**config.mk**
```make
export PLATFORM = sky130hd
export DESIGN_NAME = boot_loader_flat
export DESIGN_NICKNAME = d
export VERILOG_FILES = /design/src/rtl/boot_loader_if.sv /design/src/rtl/boot_loader.sv /design/src/flat_wrapper.sv
export SDC_FILE = /design/constraint.sdc
export NUM_CORES = 1
export LEC_CHECK = 0
export CORE_MARGIN = 3
export CORE_UTILIZATION = 43
export DETAILED_ROUTE_END_ITERATION = 6
export GPL_TIMING_DRIVEN = 0
export PLACE_DENSITY_LB_ADDON = 0.3
export RECOVER_POWER = 25
export SLEW_MARGIN = 20
export SYNTH_ARGS = -nofsm -noshare
export SYNTH_HDL_FRONTEND = slang
export SYNTH_SLANG_ARGS = --single-unit
```
**constraint.sdc**
```tcl
create_clock -name clk -period 1.7 [get_ports clk]
set_input_delay 0.34 -clock clk [delete_from_list [all_inputs] [get_ports clk]]
set_output_delay 0.34 -clock clk [all_outputs]
set_load 0.01 [all_outputs]
```
**src/rtl/boot_loader_if.sv**
```systemverilog
// boot_loader_if: byte-stream input, instruction-memory write port and
// core-control signals of the boot loader, grouped as one bundle.
// The master modport is the loader itself; the slave modport is the
// surrounding system (byte source, instruction memory and core).
interface boot_loader_if #(
    parameter int ADDR_WIDTH = 32
) ();
    logic                  in_valid;
    logic [7:0]            in_byte;
    logic                  in_ready;
    logic                  reload;
    logic                  mem_we;
    logic [3:0]            mem_ctrl;
    logic [ADDR_WIDTH-1:0] mem_addr;
    logic [31:0]           mem_di;
    logic                  init_active;
    logic                  core_rst_n;
    logic                  done;
    logic                  err;

    modport master (
        input  in_valid, in_byte, reload,
        output in_ready, mem_we, mem_ctrl, mem_addr, mem_di,
        output init_active, core_rst_n, done, err
    );

    modport slave (
        output in_valid, in_byte, reload,
        input  in_ready, mem_we, mem_ctrl, mem_addr, mem_di,
        input  init_active, core_rst_n, done, err
    );
endinterface

```
**src/rtl/boot_loader.sv**
```systemverilog
// boot_loader: assembles a little-endian byte stream into 32-bit words,
// writes them to instruction memory at consecutive word addresses, then
// holds the core in reset for HOLD_CYCLES cycles before letting it run.
// Optional feature macro: BOOT_LOADER_CHECKSUM_EN -- when defined, one
// extra byte after the last word must equal the 8-bit sum of all data
// bytes; a mismatch parks the loader in ERROR until rst or reload.
// All outputs come from registers or are decoded from the state register.
module boot_loader #(
    parameter int          WORD_COUNT  = 32,
    parameter int          ADDR_WIDTH  = 32,
    parameter logic [31:0] BASE_ADDR   = 32'h0000_0000,
    parameter int          HOLD_CYCLES = 2
) (
    input logic           clk,
    input logic           rst,
    boot_loader_if.master bus
);

    // Word counter is wide enough for WORD_COUNT up to 1024.
    localparam int WCW = 11;

    typedef enum logic [2:0] {
        S_LOAD  = 3'd0,
        S_WRITE = 3'd1,
`ifdef BOOT_LOADER_CHECKSUM_EN
        S_CHECK = 3'd2,
`endif
        S_HOLD  = 3'd3,
        S_RUN   = 3'd4,
        S_ERROR = 3'd5
    } state_t;

    state_t                r_state;
    state_t                w_next_state;
    logic [1:0]            r_byte_cnt;
    logic [WCW-1:0]        r_word_cnt;
    logic [7:0]            r_hold_cnt;
    logic [31:0]           r_word;
    logic [ADDR_WIDTH-1:0] r_mem_addr;
    logic                  w_last_word;
    logic                  w_hold_done;
    logic [ADDR_WIDTH-1:0] w_word_addr;
`ifdef BOOT_LOADER_CHECKSUM_EN
    logic [7:0]            r_sum;
`endif

    assign w_last_word = (r_word_cnt == WCW'(WORD_COUNT - 1));
    assign w_hold_done = (r_hold_cnt == 8'(HOLD_CYCLES - 1));
    assign w_word_addr = ADDR_WIDTH'(BASE_ADDR) + (ADDR_WIDTH'(r_word_cnt) << 2);

    // Outputs decoded purely from the state register (no input-to-output path).
`ifdef BOOT_LOADER_CHECKSUM_EN
    assign bus.in_ready = (r_state == S_LOAD) || (r_state == S_CHECK);
    assign bus.err      = (r_state == S_ERROR);
`else
    assign bus.in_ready = (r_state == S_LOAD);
    assign bus.err      = 1'b0;
`endif
    assign bus.mem_we      = (r_state == S_WRITE);
    assign bus.mem_ctrl    = (r_state == S_WRITE) ? 4'b1111 : 4'b0000;
    assign bus.mem_addr    = r_mem_addr;
    assign bus.mem_di      = r_word;
    // Memory mux goes to the core only once the image is complete.
    assign bus.init_active = !((r_state == S_HOLD) || (r_state == S_RUN));
    assign bus.core_rst_n  = (r_state == S_RUN);
    assign bus.done        = (r_state == S_RUN);

    // State register with synchronous reset back to LOAD.
    always_ff @(posedge clk) begin
        if (rst) begin
            r_state <= S_LOAD;
        end else begin
            r_state <= w_next_state;
        end
    end

    // Next-state decode.
    always_comb begin
        w_next_state = r_state;
        case (r_state)
            S_LOAD: begin
                if (bus.in_valid && (r_byte_cnt == 2'd3)) begin
                    w_next_state = S_WRITE;
                end else begin
                    w_next_state = S_LOAD;
                end
            end
            S_WRITE: begin
                if (w_last_word) begin
`ifdef BOOT_LOADER_CHECKSUM_EN
                    w_next_state = S_CHECK;
`else
                    w_next_state = S_HOLD;
`endif
                end else begin
                    w_next_state = S_LOAD;
                end
            end
`ifdef BOOT_LOADER_CHECKSUM_EN
            S_CHECK: begin
                if (bus.in_valid) begin
                    w_next_state = (bus.in_byte == r_sum) ? S_HOLD : S_ERROR;
                end else begin
                    w_next_state = S_CHECK;
                end
            end
`endif
            S_HOLD: begin
                if (w_hold_done) begin
                    w_next_state = S_RUN;
                end else begin
                    w_next_state = S_HOLD;
                end
            end
            S_RUN, S_ERROR: begin
                if (bus.reload) begin
                    w_next_state = S_LOAD;
                end else begin
                    w_next_state = r_state;
                end
            end
            default: w_next_state = S_LOAD;
        endcase
    end

    // Datapath: byte assembly, word/hold counters, write address and checksum.
    always_ff @(posedge clk) begin
        if (rst) begin
            r_byte_cnt <= 2'd0;
            r_word_cnt <= '0;
            r_hold_cnt <= 8'd0;
            r_word     <= 32'h0000_0000;
            r_mem_addr <= ADDR_WIDTH'(BASE_ADDR);
`ifdef BOOT_LOADER_CHECKSUM_EN
            r_sum      <= 8'd0;
`endif
        end else begin
            case (r_state)
                S_LOAD: begin
                    if (bus.in_valid) begin
                        // Lanes are overwritten in order, so the buffer is never cleared.
                        r_word[{r_byte_cnt, 3'b000} +: 8] <= bus.in_byte;
                        r_byte_cnt <= r_byte_cnt + 2'd1;
`ifdef BOOT_LOADER_CHECKSUM_EN
                        r_sum      <= r_sum + bus.in_byte;
`endif
                        if (r_byte_cnt == 2'd3) begin
                            r_mem_addr <= w_word_addr;
                        end
                    end
                end
                S_WRITE: begin
                    r_word_cnt <= r_word_cnt + WCW'(1);
                    r_hold_cnt <= 8'd0;
                end
                S_HOLD: begin
                    r_hold_cnt <= r_hold_cnt + 8'd1;
                end
                S_RUN, S_ERROR: begin
                    if (bus.reload) begin
                        r_byte_cnt <= 2'd0;
                        r_word_cnt <= '0;
`ifdef BOOT_LOADER_CHECKSUM_EN
                        r_sum      <= 8'd0;
`endif
                    end
                end
                default: begin
                    r_hold_cnt <= 8'd0;
                end
            endcase
        end
    end

endmodule
```
**src/flat_wrapper.sv**
```systemverilog
// flat-port wrapper written by rule: the top's interface ports become plain ports
module boot_loader_flat 
#(
    parameter int          WORD_COUNT  = 32,
    parameter int          ADDR_WIDTH  = 32,
    parameter logic [31:0] BASE_ADDR   = 32'h0000_0000,
    parameter int          HOLD_CYCLES = 2
)
  (clk, rst, bus_in_valid, bus_in_byte, bus_reload, bus_in_ready, bus_mem_we, bus_mem_ctrl, bus_mem_addr, bus_mem_di, bus_init_active, bus_core_rst_n, bus_done, bus_err);
  boot_loader_if #(.ADDR_WIDTH(ADDR_WIDTH)) bus_i ();
  input logic clk;
  input logic rst;
  input wire logic [$bits(bus_i.in_valid)-1:0] bus_in_valid;
  input wire logic [$bits(bus_i.in_byte)-1:0] bus_in_byte;
  input wire logic [$bits(bus_i.reload)-1:0] bus_reload;
  output wire logic [$bits(bus_i.in_ready)-1:0] bus_in_ready;
  output wire logic [$bits(bus_i.mem_we)-1:0] bus_mem_we;
  output wire logic [$bits(bus_i.mem_ctrl)-1:0] bus_mem_ctrl;
  output wire logic [$bits(bus_i.mem_addr)-1:0] bus_mem_addr;
  output wire logic [$bits(bus_i.mem_di)-1:0] bus_mem_di;
  output wire logic [$bits(bus_i.init_active)-1:0] bus_init_active;
  output wire logic [$bits(bus_i.core_rst_n)-1:0] bus_core_rst_n;
  output wire logic [$bits(bus_i.done)-1:0] bus_done;
  output wire logic [$bits(bus_i.err)-1:0] bus_err;
  assign bus_i.in_valid = bus_in_valid;
  assign bus_i.in_byte = bus_in_byte;
  assign bus_i.reload = bus_reload;
  assign bus_in_ready = bus_i.in_ready;
  assign bus_mem_we = bus_i.mem_we;
  assign bus_mem_ctrl = bus_i.mem_ctrl;
  assign bus_mem_addr = bus_i.mem_addr;
  assign bus_mem_di = bus_i.mem_di;
  assign bus_init_active = bus_i.init_active;
  assign bus_core_rst_n = bus_i.core_rst_n;
  assign bus_done = bus_i.done;
  assign bus_err = bus_i.err;
  boot_loader #(.WORD_COUNT(WORD_COUNT), .ADDR_WIDTH(ADDR_WIDTH), .BASE_ADDR(BASE_ADDR), .HOLD_CYCLES(HOLD_CYCLES)) u_core (.clk(clk), .rst(rst), .bus(bus_i));
endmodule
```
# Word-level counts from Yosys, hierarchy flattened
# Index checks and enable logic that the tools add are counted.
[word_totals]
word_cells = 46
in_bits = 12
reg_bits = 67
output_inout_bits = 74
[op_classes]
n_addsub = 4
n_eq_ne = 9
n_reduce_logical = 12
n_mux = 13
shifts = 2
[op_table]
columns = ["op", "n"]
rows = [
  ["bitwise mux 32 bit", 1],
  ["variable shift 8 x 7 -> 32 bit, first input constant", 1],
  ["variable part select 8 x 7 -> 32 bit", 1],
  ["one-hot mux 11 bit (2 select lines)", 1],
  ["one-hot mux 8 bit (2 select lines)", 1],
  ["one-hot mux 3 bit (4 select lines)", 1],
  ["adder 11 x 1 -> 11 bit, second input constant", 1],
  ["equality test 11 x 5 -> 1 bit, second input constant", 1],
  ["2-to-1 mux 11 bit", 1],
  ["adder 8 x 1 -> 8 bit, second input constant", 1],
  ["equality test 8 x 1 -> 1 bit, second input constant", 1],
  ["negation 5 -> 7 bit", 1],
  ["equality test 3 bit, second input constant", 2],
  ["2-to-1 mux 2 bit", 3],
  ["2-to-1 mux 3 bit", 2],
  ["AND reduction 3 bit", 2],
  ["2-to-1 mux 4 bit", 1],
  ["inequality test 2 bit, second input constant", 2],
  ["one-hot mux 2 bit (2 select lines)", 1],
  ["AND reduction 2 bit", 2],
  ["nonzero test 2 bit", 2],
  ["equality test 3 x 1 -> 1 bit, second input constant", 1],
  ["equality test 3 x 2 -> 1 bit, second input constant", 1],
  ["zero test 3 bit", 1],
  ["8 further kinds", 8],
]

# Logic depth before layout (Yosys ltp)
[depth]
depth_word = 4
mapped_depth = 7
mapped_depth_nobuf = 6

# Worst setup path before layout
# No wires, ideal clock.
[synth_timing]
path_kind = "register to register"
startpoint = "register u_core.r_byte_cnt[0]"
endpoint = "register u_core.r_word[23], in the netlist u_core.bus.mem_di[23]"
path_stages_with_launch = 6
setup_slack_ps = -60
required_time_ps = 1629
setup_ps = 71
arrival_ps = 1689
path_buffers = 0
synth_period_minus_slack_ps = 1760
cell_sequence = "dfxtp_1 inv_1 ha_1 nor3b_1 nand3_1 a21oi_1"
[synth_between]
elab_chain_cells = 3
elab_cells_between_ends = 4
cone_classes = "add/sub (1); shift (2); mux (1)"
[synth_lines]
columns = ["item", "line", "source"]
rows = [
  ["from (decl)", "boot_loader.sv:35", "logic [1:0] r_byte_cnt;"],
  ["from (signal assigned)", "boot_loader.sv:143", "r_byte_cnt <= r_byte_cnt + 2'd1;"],
  ["negation 5 -> 7 bit *", "boot_loader.sv:142", "r_word[{r_byte_cnt, 3'b000} +: 8] <= bus.in_byte;"],
  ["variable part select 8 x 7 -> 32 bit / variable shift 8 x 7 -> 32 bit (equally long branches)", "boot_loader.sv:142", ""],
  ["bitwise mux 32 bit *", "boot_loader.sv:142", ""],
  ["to (signal, indexed assignment)", "boot_loader.sv:142", ""],
  ["to (decl)", "boot_loader.sv:38", "logic [31:0] r_word;"],
]
# Mark *: on every way between the ends. The rest lies on a longest branch, timed or not.
# A chain may end at the register's enable or synchronous reset.

# Final worst setup path
[layout_timing]
startpoint = "register u_core.r_state[0]"
endpoint = "output port bus_mem_ctrl[1]"
[layout_between]
elab_chain_cells = 2
[layout_lines]
columns = ["item", "line", "source"]
rows = [
  ["from (decl)", "boot_loader.sv:33", "state_t r_state;"],
  ["from (signal assigned)", "boot_loader.sv:73", "r_state <= w_next_state;"],
  ["equality test 3 x 1 -> 1 bit", "boot_loader.sv:60", "assign bus.mem_ctrl = (r_state == S_WRITE) ? 4'b1111 : 4'b0000;"],
  ["2-to-1 mux 4 bit", "boot_loader.sv:60", ""],
  ["to (decl)", "flat_wrapper.sv:18", "output wire logic [$bits(bus_i.mem_ctrl)-1:0] bus_mem_ctrl;"],
]
# No other way between the ends.

==> out/metrics.csv <==
metric,value,unit
count of cell types in the netlist,43,
setup_tns,-0.0441,ns
post-synth top area share,42.6,%
final hold violation count,0,
Critical Path AT,1.38,ns
crit path launch,u_core.r_state[0]$_SDFFE_PP0P_,
Worst Path Buf+Inv,5,
clock root cell,clkbuf_8,
max_cap viols,0,
dominant cell type by area after synthesis,dfxtp_1,
drt drc,0,
WS Path Type,register to output pin,
Netlist Area Pre-Place,3150,um2
n_diodes,0,
Antenna Nets Post-Route,0,
worst hold path type,register to register,
synth warn,0,
via/cell ratio,5.13,
CTS sink count,67,
die area,8380,um2
Critical Path RT,1.36,ns
Gate Count Post-Synth,388,
Fill cells,550,
Slew @ Worst Pin,0.577,ns
vias in the first global route,2828,
FF-to-FF setup slack,0.01,ns
Crit-path slowest cell,dfxtp_1,
Worst Reg-to-Reg Cells,5,
DR WL/cell,14.8,um
vias,3134,
Final Cell Area,4560,um2
# port buffers,63,
Detailed Route Iter0 Violations,180,
total global routing overflow,0,
R2R Path Start,u_core.r_state[2]$_SDFFE_PP0P_,
CP cell instances,"buf_6, nand2b_4, nor2_4, buf_6, buf_6, buf_6, buf_6",
largest net degree at the start of global routing,13,
core box area,6940,um2
initial core utilization,45.3,%
Max IR drop VDD,0.595,mV
Clock Path Buffers,2,
Final period util,101,%
Leakage Power,1.70,nW
CP peak stage delay,0.32,ns
"Seq/Total Area, Yosys",42.6,%
initial antenna violation count,0,
Final #Nets,530,
Die Height,91.6,um
worst skew pair latency,0.35,ns
Layout area overhead,45.0,%
area post-placement,3980,um2
Post-synth top flop,dfxtp_1,
Rows,30,
first-pass GRT wire length,13800,um
PnR worst setup slack,-0.0222,ns
Worst Setup End Kind,output pin,
register area,1350,um2
Slew HR,60.8,%
Worst Path Max Fanout,7,
Hold Crit Start,u_core.bus.mem_di[4]$_SDFFE_PP0P_,
I/O Pins,86,
DPL Wire Length,5850,um
H-tree Lvls,3,
"CP delay by family, top",buffers and inverters,
Final Skew,0.00785,ns
Tot GR Track Use,20.5,%
share of layout cells above drive strength 1,22.9,%
Util after Layout,65.7,%
max-slew violations,0,
synthesized area per cell,8.11,um2
Reg2Reg Capture Point,u_core.r_word_cnt[10]$_SDFFE_PP0P_,
PwrDens,764,nW/um2
Synth async-reset ratio,0,%
cell with the most instances after synthesis,nand2_1,
Die W,91.6,um
status,"finished, violations left",
Setup Viol. Count Final,2,
WHS Endpoint,u_core.bus.mem_di[4]$_SDFFE_PP0P_,
Worst setup SP type,register,
"FF+latch count, synth",67,
failing checks,negative setup slack,
Post-synth EDFFs,0,
area of the multi-input gates,1650,um2
"Reg clk slew, reported paths",0.07,ns
DR pass1 iterations,5,
hold depth,2,
most frequent CP cell,buf_6,
placer congestion estimate,0.782,
RSZ-0062 raised after global routing,yes,
synth top area cells,"dfxtp_1 43%, nand2_1 9.1%, a21oi_1 8.1%, buf_4 7.6%, nand3_1 5.7%",
worst hold slack,0.451,ns
Detailed Route WL,9020,um
TritonCTS clock tree,built,
CTS Buf Count,9,
Achievable Freq,581,MHz
Commonest cells post-synth,"76 x nand2_1, 67 x dfxtp_1, 51 x a21oi_1",
"Min Clock Period, post-route",1.72,ns
-- worst min-delay path, delay by kind of cell (launching register included) --
family | cells | cell delay (ns)
flops | 1 | 0.31
simple gates | 1 | 0.05
compound gates | 1 | 0.05
-- state kept, by name (all words and copies together), names as in the netlist --
name and cells:
u_core.bus.mem_addr 11, u_core.r_hold_cnt 8, u_core.bus.mem_di 32, u_core.r_word_cnt 11
u_core.r_byte_cnt 2, u_core.r_state 3
-- kinds of logic after synthesis --
kind of cell	share of synthesized area, %
xor gates and xnor gates	3.06
buffers and inverters	10.7
DFF	42.6
AOI/OAI and AO/OA	12.4
other	0.119
and+or+nand+nor	27.2
adders and majority gates	3.18
muxes	0.715
-- power by group --
part	internal, mW	switching (mW)
Clock	0.911	0.636
Combinational	0.163	0.188
Sequential	1.58	0.0105
Total	2.65	0.834
-- per-layer routing --
| metal | track usage (%) | wire [um] | up-vias | share of wire, % |
|---|---|---|---|---|
| li1 | - | - | 1516 | - |
| met1 | 26.9 | 3880 | 1479 | 43 |
| met2 | 31.6 | 4430 | 122 | 49 |
| met3 | 6.13 | 565 | 17 | 6.3 |
| met4 | 7.91 | 148 | 0 | 1.6 |
| met5 | 0 | 0 | - | 0 |
-- layout by cell type, fill, tap and decap left out, drive strengths merged, types with 8 or more instances in the layout --
cell	instances
a21oi	51
xnor2	8
nand3	36
conb	22
ha	8
nand2	77
clkbuf	18
clkdlybuf4s50	54
nor3	10
nor2	21
buf	74
dfxtp	67
-- cell type report --
type | count | area share (%)
Clock buffer | 11 | 3.32
Tap cell | 96 | 2.63
Clock inverter | 5 | 1.86
Sequential cell | 67 | 29.6
Multi-Input combinational cell | 289 | 36.2
Inverter | 7 | 0.658
Timing Repair Buffer | 91 | 18.4
Buffer | 45 | 7.29
-- repair_timing --
action,4_1_cts,5_1_grt
gates resized for setup,72,14
setup buffers,14,14
setup endpoints to repair,50,40
pin swaps,3,4
hold buffers,0,0
-- through the flow --
step / setup slack (ns) / instances / power (mW)
floorplan: -0.0600 / 409 / 1.80
global route: -0.0794 / 611 / 3.59
CTS: -0.0783 / 598 / 3.47
detailed placement: -0.501 / 568 / 1.90
global placement: -0.439 / 568 / 1.90
finish: -0.0222 / 611 / 3.49
-- worst max path at each step --
| stage | to | slack, ns | depth (start not counted) |
|---|---|---|---|
| 6_report | bus_mem_ctrl[1] | -0.02 | 7 |
| 5_1_grt | bus_mem_ctrl[1] | -0.08 | 6 |
| 4_1_cts | bus_mem_ctrl[1] | -0.08 | 7 |
| 3_5_place_dp | u_core.bus.mem_di[0]$_SDFFE_PP0P_ | -0.50 | 4 |
| 3_3_place_gp | u_core.bus.mem_addr[12]$_SDFFE_PP0N_ | -0.44 | 4 |
| 2_1_floorplan | u_core.bus.mem_di[23]$_SDFFE_PP0P_ | -0.06 | 5 |
No activity file was read; power rests on OpenSTA's default activity.
